<file path="src/rtl/fb_mem_arbiter.sv">
// fb_mem_arbiter: shares the single-port 64x10 block RAM between CPU port C and debug/loader port D.
// Latency: grant is combinational (0 cycles); read data returns 1 cycle after the granting edge.
// Backpressure: a losing requester is simply not granted and must hold its request; each denied cycle counts in o_conflicts.
//
// Ports:
//   i_clk, i_rst                  clock (rising edge), asynchronous active-low reset
//   i_c_* / i_d_*                 per-port request: req, we (1 = write), addr, wdata
//   i_d_lock                      while D holds the grant with this high, C is never granted
//   o_c_gnt / o_d_gnt             request accepted this cycle (combinational)
//   o_c_rvalid/rdata, o_d_*       registered read return, rdata forced to 0 when not valid
//   o_ram_we/addr/wdata           RAM control pins, driven by the winner (all 0 when idle)
//   i_ram_rdata                   RAM registered read output
//   o_conflicts                   saturating count of cycles in which a request was denied
module fb_mem_arbiter #(
    parameter int ADDRESS_WIDTH = 6,
    parameter int DATA_WIDTH    = 10
) (
    input  logic                     i_clk,
    input  logic                     i_rst,

    input  logic                     i_c_req,
    input  logic                     i_c_we,
    input  logic [ADDRESS_WIDTH-1:0] i_c_addr,
    input  logic [DATA_WIDTH-1:0]    i_c_wdata,

    input  logic                     i_d_req,
    input  logic                     i_d_we,
    input  logic [ADDRESS_WIDTH-1:0] i_d_addr,
    input  logic [DATA_WIDTH-1:0]    i_d_wdata,
    input  logic                     i_d_lock,

    output logic                     o_c_gnt,
    output logic                     o_d_gnt,
    output logic                     o_c_rvalid,
    output logic [DATA_WIDTH-1:0]    o_c_rdata,
    output logic                     o_d_rvalid,
    output logic [DATA_WIDTH-1:0]    o_d_rdata,

    output logic                     o_ram_we,
    output logic [ADDRESS_WIDTH-1:0] o_ram_addr,
    output logic [DATA_WIDTH-1:0]    o_ram_wdata,
    input  logic [DATA_WIDTH-1:0]    i_ram_rdata,

    output logic [7:0]               o_conflicts
);

    // One RAM access as seen on the RAM pins.
    typedef struct packed {
        logic                     we;
        logic [ADDRESS_WIDTH-1:0] addr;
        logic [DATA_WIDTH-1:0]    wdata;
    } acc_t;

    localparam logic PORT_C = 1'b0;
    localparam logic PORT_D = 1'b1;

    // State
    logic       r_last;        // port of the most recent grant
    logic       r_lock_held;   // D won while asserting d_lock and has not dropped it since
    logic       r_pend_c;      // C read granted at the previous edge
    logic       r_pend_d;      // D read granted at the previous edge
    logic [7:0] r_conflicts;

    // Combinational
    logic w_lock;
    logic w_c_gnt;
    logic w_d_gnt;
    logic w_denied;
    acc_t w_c_acc;
    acc_t w_d_acc;
    acc_t w_win_acc;

    assign w_c_acc = '{we: i_c_we, addr: i_c_addr, wdata: i_c_wdata};
    assign w_d_acc = '{we: i_d_we, addr: i_d_addr, wdata: i_d_wdata};

    // The lock only blocks C while d_lock is still high: in the cycle d_lock
    // falls the register is still set, but the contest already reverts to
    // round-robin (last = D there, so a waiting C wins immediately).
    assign w_lock = r_lock_held & i_d_lock;

    // Winner selection. Nothing is granted while reset is asserted.
    always_comb begin
        w_c_gnt = 1'b0;
        w_d_gnt = 1'b0;
        if (i_rst) begin
            case ({i_c_req, i_d_req})
                2'b10: w_c_gnt = ~w_lock;
                2'b01: w_d_gnt = 1'b1;
                2'b11: begin
                    if (w_lock || (r_last == PORT_C)) begin
                        w_d_gnt = 1'b1;
                    end else begin
                        w_c_gnt = 1'b1;
                    end
                end
                default: begin
                    w_c_gnt = 1'b0;
                    w_d_gnt = 1'b0;
                end
            endcase
        end
    end

    // RAM pins follow the winner; idle cycles drive all zeros.
    always_comb begin
        w_win_acc = '0;
        if (w_c_gnt) begin
            w_win_acc = w_c_acc;
        end else if (w_d_gnt) begin
            w_win_acc = w_d_acc;
        end
    end

    assign w_denied = (i_c_req & ~w_c_gnt) | (i_d_req & ~w_d_gnt);

    always_ff @(posedge i_clk or negedge i_rst) begin
        if (!i_rst) begin
            r_last      <= PORT_D;   // C wins the first contest after reset
            r_lock_held <= 1'b0;
            r_pend_c    <= 1'b0;
            r_pend_d    <= 1'b0;
            r_conflicts <= 8'd0;
        end else begin
            if (w_c_gnt) begin
                r_last <= PORT_C;
            end else if (w_d_gnt) begin
                r_last <= PORT_D;
            end

            if (!i_d_lock) begin
                r_lock_held <= 1'b0;
            end else if (w_d_gnt) begin
                r_lock_held <= 1'b1;
            end

            // At most one grant per cycle, so these are mutually exclusive.
            r_pend_c <= w_c_gnt & ~i_c_we;
            r_pend_d <= w_d_gnt & ~i_d_we;

            if (w_denied && (r_conflicts != 8'hFF)) begin
                r_conflicts <= r_conflicts + 8'd1;
            end
        end
    end

    assign o_c_gnt     = w_c_gnt;
    assign o_d_gnt     = w_d_gnt;
    assign o_ram_we    = w_win_acc.we;
    assign o_ram_addr  = w_win_acc.addr;
    assign o_ram_wdata = w_win_acc.wdata;

    // RAM output is only meaningful to the port whose read it answers.
    assign o_c_rvalid  = r_pend_c;
    assign o_d_rvalid  = r_pend_d;
    assign o_c_rdata   = r_pend_c ? i_ram_rdata : '0;
    assign o_d_rdata   = r_pend_d ? i_ram_rdata : '0;
    assign o_conflicts = r_conflicts;

    a_one_grant: assert property (@(posedge i_clk) disable iff (!i_rst) !(w_c_gnt && w_d_gnt));
    a_one_pend:  assert property (@(posedge i_clk) disable iff (!i_rst) !(r_pend_c && r_pend_d));

endmodule

</file>
<file path="config.mk">
export PLATFORM = sky130hd
export DESIGN_NAME = fb_mem_arbiter
export DESIGN_NICKNAME = d
export VERILOG_FILES = /design/src/rtl/fb_mem_arbiter.sv
export SDC_FILE = /design/constraint.sdc
export NUM_CORES = 1
export LEC_CHECK = 0
export CELL_PAD_IN_SITES_DETAIL_PLACEMENT = 0
export CELL_PAD_IN_SITES_GLOBAL_PLACEMENT = 2
export CORE_ASPECT_RATIO = 1.75
export CORE_MARGIN = 3
export CORE_UTILIZATION = 13
export CTS_CLUSTER_DIAMETER = 100
export DETAILED_ROUTE_END_ITERATION = 6
export PLACE_DENSITY_LB_ADDON = 0.25
export SLEW_MARGIN = 10
export SYNTH_ARGS = -nofsm -noshare
export SYNTH_HDL_FRONTEND = slang
export SYNTH_SLANG_ARGS = --single-unit
</file>
<file path="constraint.sdc">
create_clock -name i_clk -period 2.1 [get_ports i_clk]
set_input_delay 0.42 -clock i_clk [delete_from_list [all_inputs] [get_ports i_clk]]
set_output_delay 0.42 -clock i_clk [all_outputs]
set_load 0.01 [all_outputs]
</file>
After elaboration in Yosys (flattened, before gate mapping)

Index checks and enable logic that the tools add are counted.

Bits in registers: 12
Latch bits: 0
Memory bits (writable): 0
ROM bits: 0
Bits of input ports: 49
Output and inout port bits: 49
Logic and storage cells: 39
Memories kept: 0

Add/sub/neg operators: 1
Multipliers: 0
Divide/modulo/power cells: 0
$lt $le $gt $ge: 0
Equality and inequality tests: 5
Shifts and indexed selects: 0
Mux-type cells: 13
Bitwise operators: 12
Reductions and logical operators: 3

Operators with widths:

| cell                                                                    | number |
|---|---|
| 17-bit two-way mux                                                      | 2 |
| 10-bit two-way mux                                                      | 2 |
| 8-bit by 1-bit adder with 8-bit output, second input constant           | 1 |
| 8-bit inequality test, second input constant                            | 1 |
| 1-bit two-way mux                                                       | 7 |
| 1-bit NOT                                                               | 6 |
| 1-bit AND                                                               | 5 |
| 2-bit == test, second input constant                                    | 2 |
| 1-bit one-hot mux with 2 select lines                                   | 2 |
| 2-bit by 1-bit == test with 1-bit output, second input constant         | 1 |
| 2-bit by 1-bit inequality test with 1-bit output, second input constant | 1 |
| 2-bit nonzero test                                                      | 1 |
| 1-bit logical AND                                                       | 1 |
| 1-bit logical OR                                                        | 1 |
| 1-bit OR                                                                | 1 |

Longest topological paths before layout

Gate-level depths: netlist of run 1.

Depth after elaboration: 9
Gate-level depth with buffers: 5
Depth with buffers taken out: 5

Worst setup path before layout of run 1

No wires, ideal clock.

Path kind: register -> output
Start: register r_last
End: output port o_ram_addr[0]
Arrival time: 1.279 ns
Data required time: 1.680 ns
Slack: 0.401 ns
Cell stages (with the launch flop): 4
Buffers on the path: 1
Cell sequence: dfstp_2 o2111a_1 clkbuf_1 a22o_1

Elaborated cells on any way between the ends: 10
Classes of those cells: 8 x mux; 1 x bitwise; 1 x reduce/logical

RTL lines:

| item                                  | line | RTL |
|---|---|---|
| start: declaration                    | 58   | `logic r_last;` |
| start signal: assignment              | 118  | `r_last <= PORT_D;` |
| start signal: assignment              | 125  | `r_last <= PORT_C;` |
| start signal: assignment              | 127  | `r_last <= PORT_D;` |
| 1-bit NOT                             | 90   | `if (w_lock \|\| (r_last == PORT_C)) begin` |
| 1-bit logical OR                      | 90   |  |
| 1-bit two-way mux                     | 90   |  |
| 1-bit one-hot mux with 2 select lines | 86   | `case ({i_c_req, i_d_req})` |
| 1-bit two-way mux                     | 85   | `if (i_rst) begin` |
| net o_c_gnt                           | 32   | `output logic o_c_gnt,` |
| 17-bit two-way mux                    | 107  | `if (w_c_gnt) begin` |
| end: declaration                      | 40   | `output logic [ADDRESS_WIDTH-1:0] o_ram_addr,` |

The timed path passes the listed nets, and every way through them passes these cells.

Worst setup path after layout of run 1

Start: input port i_rst
End: output port o_d_gnt

Cells in the longest elaborated chain, start to end: 1

Ends and longest elaborated chain:

| item               | line | RTL |
|---|---|---|
| start: declaration | 19   | `input logic i_rst,` |
| 1-bit two-way mux  | 85   |  |
| end: declaration   | 33   | `output logic o_d_gnt,` |

No other way between the ends.

==> results by stage, run 1 <==
Setup path:
- The worst setup path is of the primary input to primary output kind.
- At the worst endpoint, the arrival time is 1.66 ns.
- The cell at the slowest stage of the critical path is clkdlybuf4s50_1.
- The delay contributed by the slowest stage of the critical path is 0.53 ns.
- The required arrival time at the worst endpoint is 1.68 ns.
- The number of buffers and inverters on the critical path is 3.
- Traced cell by cell, the critical path runs through clkdlybuf4s15_2 -> nand2_1 -> a31oi_4 -> buf_4 -> clkdlybuf4s50_1.
- In this run the critical register-to-register path is captured at o_conflicts[7].
- Of all nets on the critical path, the largest fanout is 4.
- The kind of end point of the critical path is a primary output.
- The setup check on the worst reg-to-reg path leaves a slack of 0.45 ns.
- The startpoint class of the critical path is a primary input.
- Grouping stages by cell kind, the critical path spends the most delay in buffers and inverters.
- The launch point of the worst reg-to-reg path is r_lock_held.
- The logic depth of the worst register-to-register path is 4.

Yosys:
- The share of synthesized cell area in full adder, half adder and majority cells is 1.441%.
- The post-synthesis area per instance is between 9 and 10 µm².
- The biggest area consumer among synthesized cells is dfrtp_1.
- In this run, distinct cell masters in the synthesized netlist total 26.
- After synthesis the cells add up to a little under 900 µm².
- The share of the Yosys chip area taken by registers is 34.73%.
- The number of synthesized register bits is 12.
- Of the total synthesized cell area, the portion taken by XOR and XNOR cells is 5.043%.
- In the synthesized netlist, mux cells make up just under 4% of the area.
- Summed over its instances, the top area cell type makes up 31.70% of the synthesized netlist area.
- The largest family of logic cells by synthesized area is simple AND/OR/NAND/NOR gates.
- By area the synthesized netlist is led by dfrtp_1, a22o_1, and2_1, xor2_1, dfstp_2.
- The simple-gate share of the synthesized area is 30.26%.
- Summing the areas of all compound-gate instances in the mapped netlist gives 22.48% of the synthesized area.
- Yosys printed 0 warnings.
- The net count of the mapped netlist is 141.
- In the synthesized netlist, the number of instances is 91.

Timing:
- Setup repair after global routing could not meet its margin everywhere.
- The number of failing hold endpoints at the final stage was 0.
- The minimum clock period after layout is 2.076 ns.
- The worst path meets setup with 0.02380 ns of slack.
- Derived from the worst setup path, the maximum achievable clock frequency is between 400 and 500 MHz.
- On the final layout, the worst clock skew is 0.005921 ns.
- The transition at the pin with the smallest max-transition slack is roughly 0.36 ns.
- The number of pins with negative max-slew slack in the final report is 0.
- Hold timing on the final database bottoms out at a slack of 0.2782 ns.
- The final critical-path share of the clock period is 98.87%.
- The number of setup violations in the final report is 0.
- The relative slew slack is 75.69%.

Pwr:
- The power density normalized to cell area is 590.6 nW/µm².
- The worst voltage drop across the vdd grid is 0.0002427 V.
- The total power is 0.001216 W.
- The leakage power is approximately 0.86 nW.

Clock network:
- The latest clock arrival within the worst-skew pair is between 0.2 and 0.25 ns.
- The H-tree level count is 1.
- The clock tree from TritonCTS is done.
- The number of buffers between clock root and the deepest sink is 2.
- Hold repair after CTS inserted 0 buffers.
- Clock-pin slew was measured on the worst setup and hold paths at 0.06 ns.
- The TritonCTS buffer count is 3.
- For this design, the sink count on the clock tree is 12.
- The CTS root buffer is clkbuf_8.

Routing:
- The post-detailed-routing wire length is slightly above 4000 µm.
- The iteration-0 DRC count of the detailed router is 4.
- Summing over every cut layer, the via total after detailed routing is 1158.
- The via density per instance is about 4.1.
- The count of nets left with antenna violations once routing finished came out at 0.
- The first TritonRoute pass finished after 4 iterations.
- For this run, design rule violations remaining after detail routing come to 0.
- After detailed routing, the average wire length per cell comes to between 10 and 15 µm.

Floorplan:
- The initialized floorplan defines 38 standard-cell rows.
- The region available for standard cell placement spans 6324 µm².
- The width of the chip is 67.78 µm.
- The number of top-level pins is 98.
- The die is 114.1 µm tall.
- The initial core utilization is 13.73%.
- The total die area is 7735 µm².

Hold path:
- The class of the most critical hold timing path is primary input to asynchronous set/reset pin.

Place:
- The worst setup timing slack at the placement stage is -0.5105 ns.
- At the end of routability-driven placement, the weighted congestion stood at 0.7770.
- The number of buffers added on ports is 97.
- The cell count after placement is 272.
- The post-detailed-placement half-perimeter wirelength is 3258 µm.
- The placed instances occupy a cell area of 1997 µm².

Flow run:
- The max-cap violation count is 0.

Global route:
- The largest net degree at the start of global routing is 15.
- The via count of the first global-routing pass is 1326.
- The all-layer global routing usage is about a tenth.
- The remaining global-route overflow is 0.
- The global-route wire length before repair is 6292 µm.
- The initial antenna violation count was 0.

Finish:
- The area of all placed cells without fillers is 2058 µm².
- The number of nets in the finished design is 253.
- The number of antenna diodes is 0.
- The layout-stage area growth over the synthesis result is 137.0%.
- The share of final-layout standard cells stronger than drive strength 1 is 21.78%.
- The non-filler instance count after layout is roughly 280.

Status:
- The run finished with clean final reports.
==> power by group <==
| group | total, W | switching (W) | internal (W) |
|---|---|---|---|
| clock network | 0.000218 | 0.0000841 | 0.000134 |
| registers | 0.000400 | 0.0000907 | 0.000309 |
| logic | 0.000598 | 0.000239 | 0.000360 |
==> cell families (layout without fill, tap and decap cells) <==
group / after synthesis / in the layout
compound gates: 23 / 23
xor+xnor: 5 / 5
buf+inv: 5 / 116
flops: 12 / 12
simple gates: 42 / 42
fa+ha+maj: 1 / 1
mux: 3 / 3
==> state kept, by name, summed over array words and instances, names as in the netlist <==
| name | cells |
|---|---|
| o_c_rvalid | 1 |
| o_conflicts | 8 |
| o_d_rvalid | 1 |
| r_last | 1 |
| r_lock_held | 1 |
==> worst max path at each step <==
stage / depth (start not counted) / slack, ns / to / start
floorplan: 3 / 0.40 / o_ram_addr[0] / r_last
global placement: 6 / -0.52 / o_ram_addr[3] / i_rst
detailed placement: 6 / -0.51 / o_ram_addr[5] / i_rst
CTS: 4 / -0.008 / o_ram_addr[5] / r_last
global route: 5 / -0.03 / o_d_gnt / i_d_lock
finish: 5 / 0.02 / o_d_gnt / i_rst
==> placed cells by master (no fill, tap or decap), drive strengths merged, types with 4 or more instances in the layout <==
cell type / n
buf: 15
clkbuf: 18
xor2: 5
clkdlybuf4s15: 4
a22o: 17
and2: 20
nand2: 5
clkdlybuf4s50: 75
dfrtp: 11
==> synthesized netlist by cell type, drive strengths merged <==
master  count
and2       20
nor2b       3
o21ai       1
a31oi       1
dfrtp      11
nor3        3
o2111a      1
a21oi       1
o21a        1
a22o       17
inv         1
nand2       5
a311o       1
nor4        2
nand2b      1
nor3b       1
mux2        3
ha          1
nor2        3
dfstp       1
nand3       3
nor4b       1
xor2        5
clkbuf      4
==> metal layers <==
metal / vias up / global-route usage [%] / part of all wire [%]
li1: 552 / - / -
met1: 542 / 8.936 / 29
met4: 0 / 2.390 / 0.73
met5: - / 0 / 0
met3: 2 / 2.456 / 8.2
met2: 62 / 22.84 / 62
==> per-stage QoR <==
step	utilization [%]	TNS, ns
6_report	32.55	0
5_1_grt	32.55	-0.02651
4_1_cts	33.60	-0.007950
3_5_place_dp	31.58	-10.54
3_3_place_gp	31.58	-10.73
2_1_floorplan	-	0
==> repair_timing <==
action	in CTS	in global routing
resized for setup	58	15
gates cloned	3	0
buffers inserted	2	1
pin swaps	3	0
endpoints found under the setup margin	22	17
==> layout make-up <==
class | count | area, µm²
Clock buffer | 4 | 45.04
Tap cell | 80 | 100.1
Multi-Input combinational cell | 74 | 566.8
Fill cell | 667 | 4265
Timing Repair Buffer | 111 | 1041
Sequential cell | 12 | 301.5
Inverter | 1 | 3.754
Power figures use the tool's default switching activity.
==> run 2: changes to the inputs <==
Settings changed: SKIP_LAST_GASP set to 1.
==> results by stage, run 2 (same netlist as run 1, synthesis figures left out) <==
Status:
- Run status: completed (unchanged).

Finish:
- The flip-flop count of the largest register, all copies and words added came to 8 (unchanged).
- The final-layout fill cell count came to 659 (was 667).
- The layout-stage area growth over the synthesis result is 143.8% (was 137.0%).
- The share of final-layout standard cells stronger than drive strength 1 is 17.24% (was 21.78%).
- The leading cell type in the layout, fill and taps excluded is clkdlybuf4s50_1 (unchanged).
- The non-filler instance count after layout is 283 (was 282).
- The number of antenna diodes was 0 (unchanged).
- The register cell area after layout is 301.5 µm² (unchanged).
- Highest-count cells in the layout ignoring fill and taps: clkdlybuf4s50_1, and2_1, a22o_1 (unchanged).
- The number of nets in the finished design is 254 (was 253).
- The final standard cell utilization of the core is 33.48% (was 32.55%).
- The area taken by multi-input logic gates is 566.8 µm² (unchanged).

Floorplan:
- The height of the die is 114.1 µm (unchanged).
- The area of the core is 6324 µm² (unchanged).
- The total die area came to 7735 µm² (unchanged).
- The width of the chip is 67.78 µm (unchanged).
- The number of placement rows is 38 (unchanged).
- The number of top-level pins was 98 (unchanged).
- The initial core utilization is 13.73% (unchanged).

Setup path:
- The critical path depth in cells came to 5 (unchanged).
- The maximum net fanout on the critical path is 4 (unchanged).
- The startpoint class of the critical path is a flop (was primary input).
- The launch point of the worst reg-to-reg path is r_lock_held (unchanged).
- The required arrival time at the worst endpoint is 1.68 ns (about the same).
- The kind of end point of the critical path is a primary output (unchanged).
- The family with the most delay on the worst path is flip-flops (was buffers and inverters).
- The endpoint of the most critical setup path is o_ram_wdata[7] (was o_d_gnt).
- The delay contributed by the slowest stage of the critical path came to 0.57 ns (was 0.53 ns).
- The number of buffer and inverter instances along the worst setup path is 3 (unchanged).
- The worst reg2reg path endpoint is o_conflicts[7] (unchanged).
- The beginning of the critical path is r_last (was i_rst).
- Cells traversed along the worst timing path: a31oi_4 -> buf_4 -> buf_6 -> a22o_1 -> dlygate4sd2_1 (was clkdlybuf4s15_2 -> nand2_1 -> a31oi_4 -> buf_4 -> clkdlybuf4s50_1).
- The logic depth of the worst register-to-register path was 4 (unchanged).
- The startpoint-to-endpoint class of the critical path is flop to primary output (was primary input to primary output).
- The slack of the worst reg-to-reg path came to 0.45 ns (about the same).
- The cell at the slowest stage of the critical path is dfstp_2 (was clkdlybuf4s50_1).
- The data arrival time of the critical path was 1.64 ns (was 1.66 ns).

Routing:
- The post-detailed-routing wire length is 4117 µm (was 4091 µm).
- The detailed-router iteration count before antenna repair is 4 (unchanged).
- The iteration-0 DRC count of the detailed router is 4 (unchanged).
- The via density per instance is 4.106 (about the same).
- The per-cell routed wire length is 14.55 µm (was 14.51 µm).
- The total number of vias came to 1162 (was 1158).
- The sum of met3 wire segment lengths after detailed routing is 340 µm (was 336 µm).
- The highest routing layer actually used is met4 (unchanged).
- The number of antenna-violating nets in the routed design is 0 (unchanged).
- The number of remaining DRC errors came to 0 (unchanged).
- The met2 wire length came to 2554 µm (was 2547 µm).
- The sum of routed wire segments on met1 is 1191 µm (was 1177 µm).

Clock network:
- The count of hold-fix buffers inserted at cts was 0 (unchanged).
- The clock transition at the register clock pins on the worst setup and hold paths after CTS is 0.06 ns (about the same).
- The H-tree level count is 1 (unchanged).
- The TritonCTS sink count is 12 (unchanged).
- The latest clock arrival within the worst-skew pair is 0.24 ns (about the same).
- The TritonCTS buffer count came to 3 (unchanged).
- The CTS root buffer was clkbuf_8 (unchanged).
- The number of buffers between clock root and the deepest sink is 2 (unchanged).
- The clock tree from TritonCTS is done (unchanged).

Global route:
- The remaining global-route overflow is 0 (unchanged).
- The all-layer global routing usage is 10.63% (unchanged).
- The initial antenna violation count came to 0 (unchanged).
- The largest net degree at the start of global routing is 15 (unchanged).
- The global-route wire length before repair is 6292 µm (unchanged).
- The via count of the first global-routing pass is 1326 (unchanged).

Timing:
- The clock skew after layout is 0.005895 ns (was 0.005921 ns).
- Unrepaired setup endpoints after global routing: true (unchanged).
- The summed negative setup slack over all endpoints was 0 ns (unchanged).
- The final critical-path share of the clock period came to 98.20% (was 98.87%).
- The number of failing hold endpoints at the final stage is 0 (unchanged).
- The number of setup violations in the final report came to 0 (unchanged).
- The worst-case setup margin in the final layout was 0.03777 ns (was 0.02380 ns).
- The minimum clock period after layout came to 2.062 ns (was 2.076 ns).
- The highest clock rate is 484.9 MHz (was 481.6 MHz).
- The final hold slack is 0.2784 ns (was 0.2782 ns).
- The relative slew slack is 75.33% (was 75.69%).
- The number of pins with negative max-slew slack in the final report is 0 (unchanged).
- The transition at the pin with the smallest max-transition slack came to 0.3680 ns (was 0.3627 ns).

Place:
- The number of buffers added on ports came to 97 (unchanged).
- The cell count after placement came to 272 (unchanged).
- The worst setup timing slack at the placement stage is -0.5105 ns (unchanged).
- The post-detailed-placement half-perimeter wirelength came to 3258 µm (unchanged).
- The routability congestion estimate was 0.7770 (unchanged).

Pwr:
- The switching power summed over all nets is 0.0004152 W (was 0.0004136 W).
- The switching portion of total power is 33.84% (was 34.02%).
- The power share of the combinational group was 49.7% (was 49.2%).
- The clock share of power is 17.7% (was 17.9%).
- The sequential cell fraction of total power was 32.6% (was 32.9%).
- The power density normalized to cell area came to 579.6 nW/µm² (was 590.6 nW/µm²).
- The worst voltage drop across the vdd grid came to 0.0002427 V (about the same).
- The leakage power is 0.8689 nW (was 0.8600 nW).
- The internal power component is 0.0008118 W (was 0.0008020 W).

Flow run:
- The max-cap violation count is 0 (unchanged).

Hold path:
- The class of the most critical hold timing path is primary input to asynchronous set/reset pin (unchanged).
==> run 2: cell types whose count changed in the layout (fill, tap and decap cells not counted), sizes merged <==
cell	delta
dlygate4sd2	+1
clkdlybuf4s15	+9
clkbuf	-10
buf	+1
==> run 2: metal layers <==
layer,vias to the layer above,track usage [%]
met4,0,2.390
met3,2,2.456
met5,-,0
met1,545,8.936
li1,555,-
met2,60,22.84
==> run 2: worst min-delay path by stage <==
stage	startpoint	to	slack, ns	cells after the start
2_1_floorplan	i_rst	o_c_rvalid	0.12	0
3_3_place_gp	r_lock_held	r_lock_held	0.48	1
3_5_place_dp	r_lock_held	r_lock_held	0.48	1
4_1_cts	i_rst	o_conflicts[0]	0.27	2
5_1_grt	i_rst	o_conflicts[1]	0.30	2
6_report	i_rst	o_conflicts[1]	0.28	2
==> run 2: power by group through the flow <==
stage	logic (W)	clock network [W]	registers, W
floorplan	0.000203	0	0.000418
global placement	0.000599	0	0.000399
detailed placement	0.000609	0	0.000404
CTS	0.000618	0.000226	0.000402
global route	0.000663	0.000232	0.000415
finish	0.000610	0.000218	0.000400
==> run 2: area by class of cell <==
type	count	share of cell area, %
sequential	12	14.24
inverter	1	0.1773
multi-input combinational	74	26.77
tap	80	4.728
timing repair buffer	112	51.95
clock buffer	4	2.128
==> run 2: timing repair <==
action                     CTS  global route
hold endpoints to repair     0             0
gates resized for setup     51             9
buffers inserted             2             2
setup endpoints to repair   22            17
cloned                       3             0
pin swaps                    3             1
==> run 2: through the flow <==
step            power, W  cell area [µm²]
6_report        0.001227             2117
5_1_grt         0.001310             2117
4_1_cts         0.001246             2116
3_5_place_dp    0.001012             1997
3_3_place_gp   0.0009981             1997
2_1_floorplan  0.0006210            868.3
==> variant 1: new RTL, config.mk and constraints of run 1 <==
`ADDRESS_WIDTH`: 6 -> 5.
--- a/src/rtl/fb_mem_arbiter.sv
+++ b/src/rtl/fb_mem_arbiter.sv
@@ -12,7 +12,7 @@
 //   i_ram_rdata                   RAM registered read output
 //   o_conflicts                   saturating count of cycles in which a request was denied
 module fb_mem_arbiter #(
-    parameter int ADDRESS_WIDTH = 6,
+    parameter int ADDRESS_WIDTH = 5,
     parameter int DATA_WIDTH    = 10
 ) (
     input  logic                     i_clk,
Interface: changed (resized i_c_addr, i_d_addr and o_ram_addr); port bits go from 98 to 95. The function was not compared with the original's and may differ.
==> variant 1 against run 1 <==
- design area increased by 2.6%
- highest routed layer unchanged
- sequential cell count unchanged
- count of clock-buffer cells in the layout unchanged
- largest power group unchanged
- setup slack improved by 8.2 ps
- critical path depth increased by 1
- power increased by 14%
- area after synthesis increased by 2.0%
- wire length decreased by 6.1%
- clock power increased by 74%
- via count decreased by 4.0%
- clock skew decreased by 1.5 ps
==> variant 1: results (changes against run 1) <==
The antenna diode instance count is 0 (unchanged), and the average cell area after synthesis is 9.95 um2 (+4.3%). Per report_power, the Sequential row totals 0.398 mW. The number of search-and-repair iterations in the first detailed-routing pass is 3 (-1), and the post-synthesis sequential area ratio is 0.340 (-0.00687).

The post-CTS clock slew at the launch and capture registers of the worst setup and hold paths was 40 ps (-20 ps); the total of cells resized after clock tree synthesis was 44 (-24%). The number of nets produced by synthesis was 137 (-2.8%). The tools report the count of filler cells inserted in the layout as 704 (+5.5%). For the worst-case vdd ir drop, the log shows 0.228 mV (-6.2%). The fraction of registers with async set/reset was 1.00 (unchanged). The global router's overall resource usage came out at 0.0960 (-0.0103). The detailed router's first-iteration violation count came out at 27 (+23). The run finished with clean final reports. The clock insertion delay at the later pin of the skew report came out at 240 ps (about the same).

The commonest cells after synthesis are 20 x and2_1, 16 x a22o_1, 11 x dfrtp_1. The run gives 271 (-0.37%) as the post-placement cell count. For the maximum count of clock buffers along a single path, the log shows 2 (unchanged).

The via count of the first global-routing pass is 1205 (-9.1%). Final estimated routing congestion in global placement: 0.763 (-1.8%). The logs give 4.39 ps (-1.53 ps) for the final worst clock skew and 245 (-3.2%) for the final-stage net count. The count of synthesis-stage warnings from yosys is 0 (unchanged). The number of antenna violations at the first check in global routing was 0 (unchanged); the worst slack on hold paths was 334 ps (+55.5 ps). The flip-flop count of the largest register, all copies and words added was 8 (unchanged); the quantity of I/O buffers inserted on ports was 94 (-3.1%). The tools report the pin count of the biggest net entering global routing as 19 (+4).

The logs give 0.727 (-0.0303) for the relative max-transition margin and 1112 (-4.0%) for the routed via count. The wire length after detailed routing came out at 3.84 mm (-6.1%). The number of levels in the clock H-tree is 1 (unchanged), and the reg2reg setup slack is 200 ps (-250 ps). Logic depth of the worst register-to-register path: 6 (+2).

For the post-route non-filler standard cell count, the log shows 278 (-1.4%). The maximum fanout along the worst path is 10 (+6). In this run the critical register-to-register path is launched from r_lock_held. The tools report the total leakage power as 0.898 nW (+4.4%). The worst min-delay path class is in2async.

The logs give 0.436 (-0.056) for the proportion of power drawn by combinational gates and 0.00201 mm2 (+0.50%) for the cell area after placement. The tools report the number of distinct library cells after synthesis as 28 (+7.7%). The share of layout cells above drive strength 1 works out to 0.173 (-0.0444). The fraction of power spent switching nets works out to 0.306 (-0.0344).

The endpoint identified for the worst register-to-register timing path is o_conflicts[7]. Data arrives at the worst endpoint at 1650 ps. The cell at the root of the clock tree is clkbuf_16. The logs give 3 (unchanged) for the number of buffers created by CTS and 5.62 mm (-11%) for the first-pass GRT wire length. In the post-synthesis netlist, the biggest area contributors are dfrtp_1 31%, a22o_1 16%, and2_1 14%, xor2_1 4.9%, dfstp_2 3.0%. The run gives 2 (unchanged) as the total setup buffers inserted after CTS.

The tools report the total half-perimeter wirelength after legalization and detailed placement as 3.25 mm (-0.28%).
==> variant 1: cell families after synthesis <==
| family | after synthesis | share of synthesized area |
|---|---|---|
| AND/OR/NAND/NOR | 42 | 0.309 |
| AO/OA/AOI/OAI | 22 | 0.227 |
| flip-flops | 12 | 0.340 |
| XOR/XNOR | 5 | 0.0494 |
| buffers and inverters | 4 | 0.0212 |
| multiplexers | 3 | 0.0381 |
| adder cells (fa/ha/maj) | 1 | 0.0141 |
==> variant 1: how the worst max path moves through the flow <==
stage,cells past startpoint,end,from
after CTS,6,o_ram_wdata[5],i_d_req
after floorplan,4,o_ram_addr[0],i_d_lock
after global placement,6,o_ram_wdata[5],i_d_req
final,6,o_ram_addr[1],i_d_req
after detailed placement,6,o_ram_wdata[5],i_d_req
after global routing,6,o_ram_wdata[2],i_d_req
==> variant 1: final cells by class <==
type                    count  area share
multi-input cells          73       0.273
repair buffers            106       0.492
well taps                  82      0.0486
inverters                   1     0.00178
flip-flops and latches     12       0.143
clock buffers               4      0.0421
==> variant 1: metrics by stage <==
| step | util | power [mW] | setup slack [ps] | TNS (ps) |
|---|---|---|---|---|
| 2_1_floorplan | - | 0.632 | 379 | 0 |
| 3_3_place_gp | 0.305 | 1.01 | -509 | -9230 |
| 3_5_place_dp | 0.305 | 1.02 | -521 | -9840 |
| 4_1_cts | 0.320 | 1.41 | 3.86 | 0 |
| 5_1_grt | 0.320 | 1.48 | 3.70 | 0 |
| 6_report | 0.320 | 1.38 | 32.0 | 0 |
==> variant 1: layer usage <==
metal  track usage  part of all wire
met1        0.0779              0.28
met5             0                 0
met4        0.0398             0.010
met2         0.208              0.65
met3       0.00880             0.060
==> variant 1: critical path: stages <==
cell and delay, ps:
clkdlybuf4s15_2 210, inv_1 60, o2111a_2 300, buf_12 150
a22o_1 220, dlygate4sd2_1 290
==> variant 2: new RTL, settings of run 1 <==
Made on the original files. Reset style: synchronous (`i_rst`), changed in one clocked block. Comments in the files are not updated.
--- a/src/rtl/fb_mem_arbiter.sv
+++ b/src/rtl/fb_mem_arbiter.sv
@@ -113,7 +113,7 @@
 
     assign w_denied = (i_c_req & ~w_c_gnt) | (i_d_req & ~w_d_gnt);
 
-    always_ff @(posedge i_clk or negedge i_rst) begin
+    always_ff @(posedge i_clk) begin
         if (!i_rst) begin
             r_last      <= PORT_D;   // C wins the first contest after reset
             r_lock_held <= 1'b0;
Behaviour: differs if i_rst is asserted again (counterexample within 4 cycles, from zero or initial values and one cycle with i_rst low); with i_rst held inactive, the same outputs for 10 cycles.
==> variant 2 against run 1 <==
- sequential cell count stayed put
- register-to-register slack improved by 210 ps
- wire length increased by 14%
- area after synthesis up 6.5%
- fmax grew 2.4%
- setup slack improved by 48 ps
- first-iteration DRC count grew to 5.8 times the old value
- design area grew 3.3%
- critical path depth increased by 2
Power is not compared: it rests on default switching activity, and its combinational part moved more than twofold at a synthesized area within 25%.
==> variant 2: results (changes against run 1) <==
The reg2reg setup slack was 660 ps (+210 ps); the power consumed by sequential cells was 0.249 mW. The post-CTS clock slew at the launch and capture registers of the worst setup and hold paths came out at 40 ps (-20 ps). The number of search-and-repair iterations in the first detailed-routing pass came out at 4 (unchanged). Delay of the slowest cell on the worst path: 250 ps (-280 ps).

The worst hold path belongs to the class in2reg. On the critical path the largest part of the delay comes from buffers and inverters. The fraction of registers with async set/reset is 0 (-1.00). The number of levels in the clock H-tree was 1 (unchanged). The flow ran to the end, and the final reports show no timing, DRC or antenna violations. The share of layout cells above drive strength 1 came out at 0.201 (-0.0169). The detailed router's first-iteration violation count is 23 (+19), and the flip-flop count of the largest register, all copies and words added is 8 (unchanged). The count of filler cells inserted in the layout is 779 (+17%), and the antenna diode instance count is 0 (unchanged). The pin count of the biggest net entering global routing was 12 (-3); the maximum count of clock buffers along a single path was 2 (unchanged). The number of antenna violations at the first check in global routing is 0 (unchanged), and the final estimated routing congestion in global placement is 0.740 (-4.7%).

The period utilization is 0.966 (-0.0229), and the count of synthesis-stage warnings from yosys is 0 (unchanged). The most used flip-flop cell after synthesis is dfxtp_1. The routed length per instance was 15.3 um (+5.8%).

The commonest cells after synthesis are 21 x and2_1, 17 x a22o_1, 12 x dfxtp_1. Number of distinct library cells after synthesis: 35 (+35%). The worst register-to-register path begins at o_conflicts[0]. The total half-perimeter wirelength after legalization and detailed placement is 3.81 mm (+17%), and the maximum fanout along the worst path is 5 (+1). The run gives 240 ps (about the same) as the clock insertion delay at the later pin of the skew report.

Global router's overall resource usage: 0.115 (+0.00876). The run gives 71 (+22%) as the total of cells resized after clock tree synthesis. Following the worst setup path forward leads to its endpoint at o_ram_wdata[8]. The run gives 0.730 (-0.0266) as the relative max-transition margin. The startpoint of the most critical setup path is i_c_req. The analysis attributes to net switching a power of 0.220 mW. Arrival time of data at the critical path endpoint: 1610 ps (-50 ps). The capturing point of the worst reg2reg path is o_conflicts[5]. Number of buffers created by CTS: 3 (unchanged).

The logic depth of the worst register-to-register path is 5 (+1), and the number of nets with antenna violations after routing is 0 (unchanged). For this design, the slowest cell found on the critical path is dlygate4sd2_1. Total setup buffers inserted after CTS: 6 (+4). The via count of the first global-routing pass was 1329 (+0.23%). The logs give 0.260 (-0.0875) for the post-synthesis sequential area ratio and -492 ps (+18.8 ps) for the minimum setup slack after placement.

In the post-synthesis netlist, the biggest area contributors are dfxtp_1 26%, a22o_1 16%, and2_1 14%, nand2_1 2.8%, nand3_1 2.7%. The routed via count divided by cell count is 4.16 (+1.2%). The first-pass GRT wire length was 7.49 mm (+19%). Summed over all cells, the static leakage comes to 0.875 nW. The worst-case IR drop observed on VDD is 0.167 mV. The number of nets produced by synthesis is 160 (+13%). Per report_power, the Combinational row totals 0.297 mW. The quantity of I/O buffers inserted on ports works out to 97 (unchanged). For the global-route congestion overflow total, the log shows 0 (unchanged).

In this run the clock root is driven by a clkbuf_16. The final worst clock skew was 2.30 ps (-3.62 ps). The final-stage net count is 271 (+7.1%).
[variant 2: changes by cell type after synthesis, moves of 3 or more]
cell / change
dfrtp_1: -11
dfxtp_1: +12
xor2_1: -5
buf_4: +3
[variant 2: area by class of cell]
type,instances,share of cell area
Clock buffer,3,0.0353
Inverter,2,0.00353
Tap cell,84,0.0494
Sequential cell,12,0.113
Multi-Input combinational cell,89,0.303
Timing Repair Buffer,113,0.496
[variant 2: worst min-delay path by stage]
stage | cells past startpoint | start | to
3_5_place_dp | 2 | r_lock_held | r_lock_held
5_1_grt | 3 | i_d_req | r_last
6_report | 3 | i_d_req | r_last
2_1_floorplan | 2 | r_lock_held | r_lock_held
4_1_cts | 2 | r_lock_held | r_lock_held
3_3_place_gp | 2 | r_lock_held | r_lock_held
[variant 2: kinds of logic after synthesis]
logic type | after synthesis | synth area share
simple gates | 52 | 0.333
compound gates | 34 | 0.314
flops | 12 | 0.260
buf+inv | 9 | 0.0582
mux | 2 | 0.0217
fa+ha+maj | 1 | 0.0135
[variant 2: worst register-to-register path: stages, from the launching register on]
cell and delay [ps]:
dfxtp_1 340, ha_1 330, nand4_1 140, nand3_1 70, o311ai_0 300, o31ai_1 120
[variant 2: through the flow]
step	instances	hold WS, ps	total power, mW	util	area [um2]
2_1_floorplan	110	450	0.352	-	925
3_5_place_dp	293	480	0.558	0.296	2050
5_1_grt	303	536	0.939	0.308	2130
4_1_cts	303	494	0.911	0.308	2130
3_3_place_gp	293	484	0.559	0.296	2050
6_report	303	480	0.893	0.308	2130
[variant 2: metal layers]
metal	wire, um	track usage	share of wire	vias to the layer above
met4	22	0.0252	0.0047	0
li1	-	-	-	636
met1	1560	0.112	0.34	574
met5	0	0	0	-
met2	2850	0.242	0.61	47
met3	215	0.0179	0.046	2
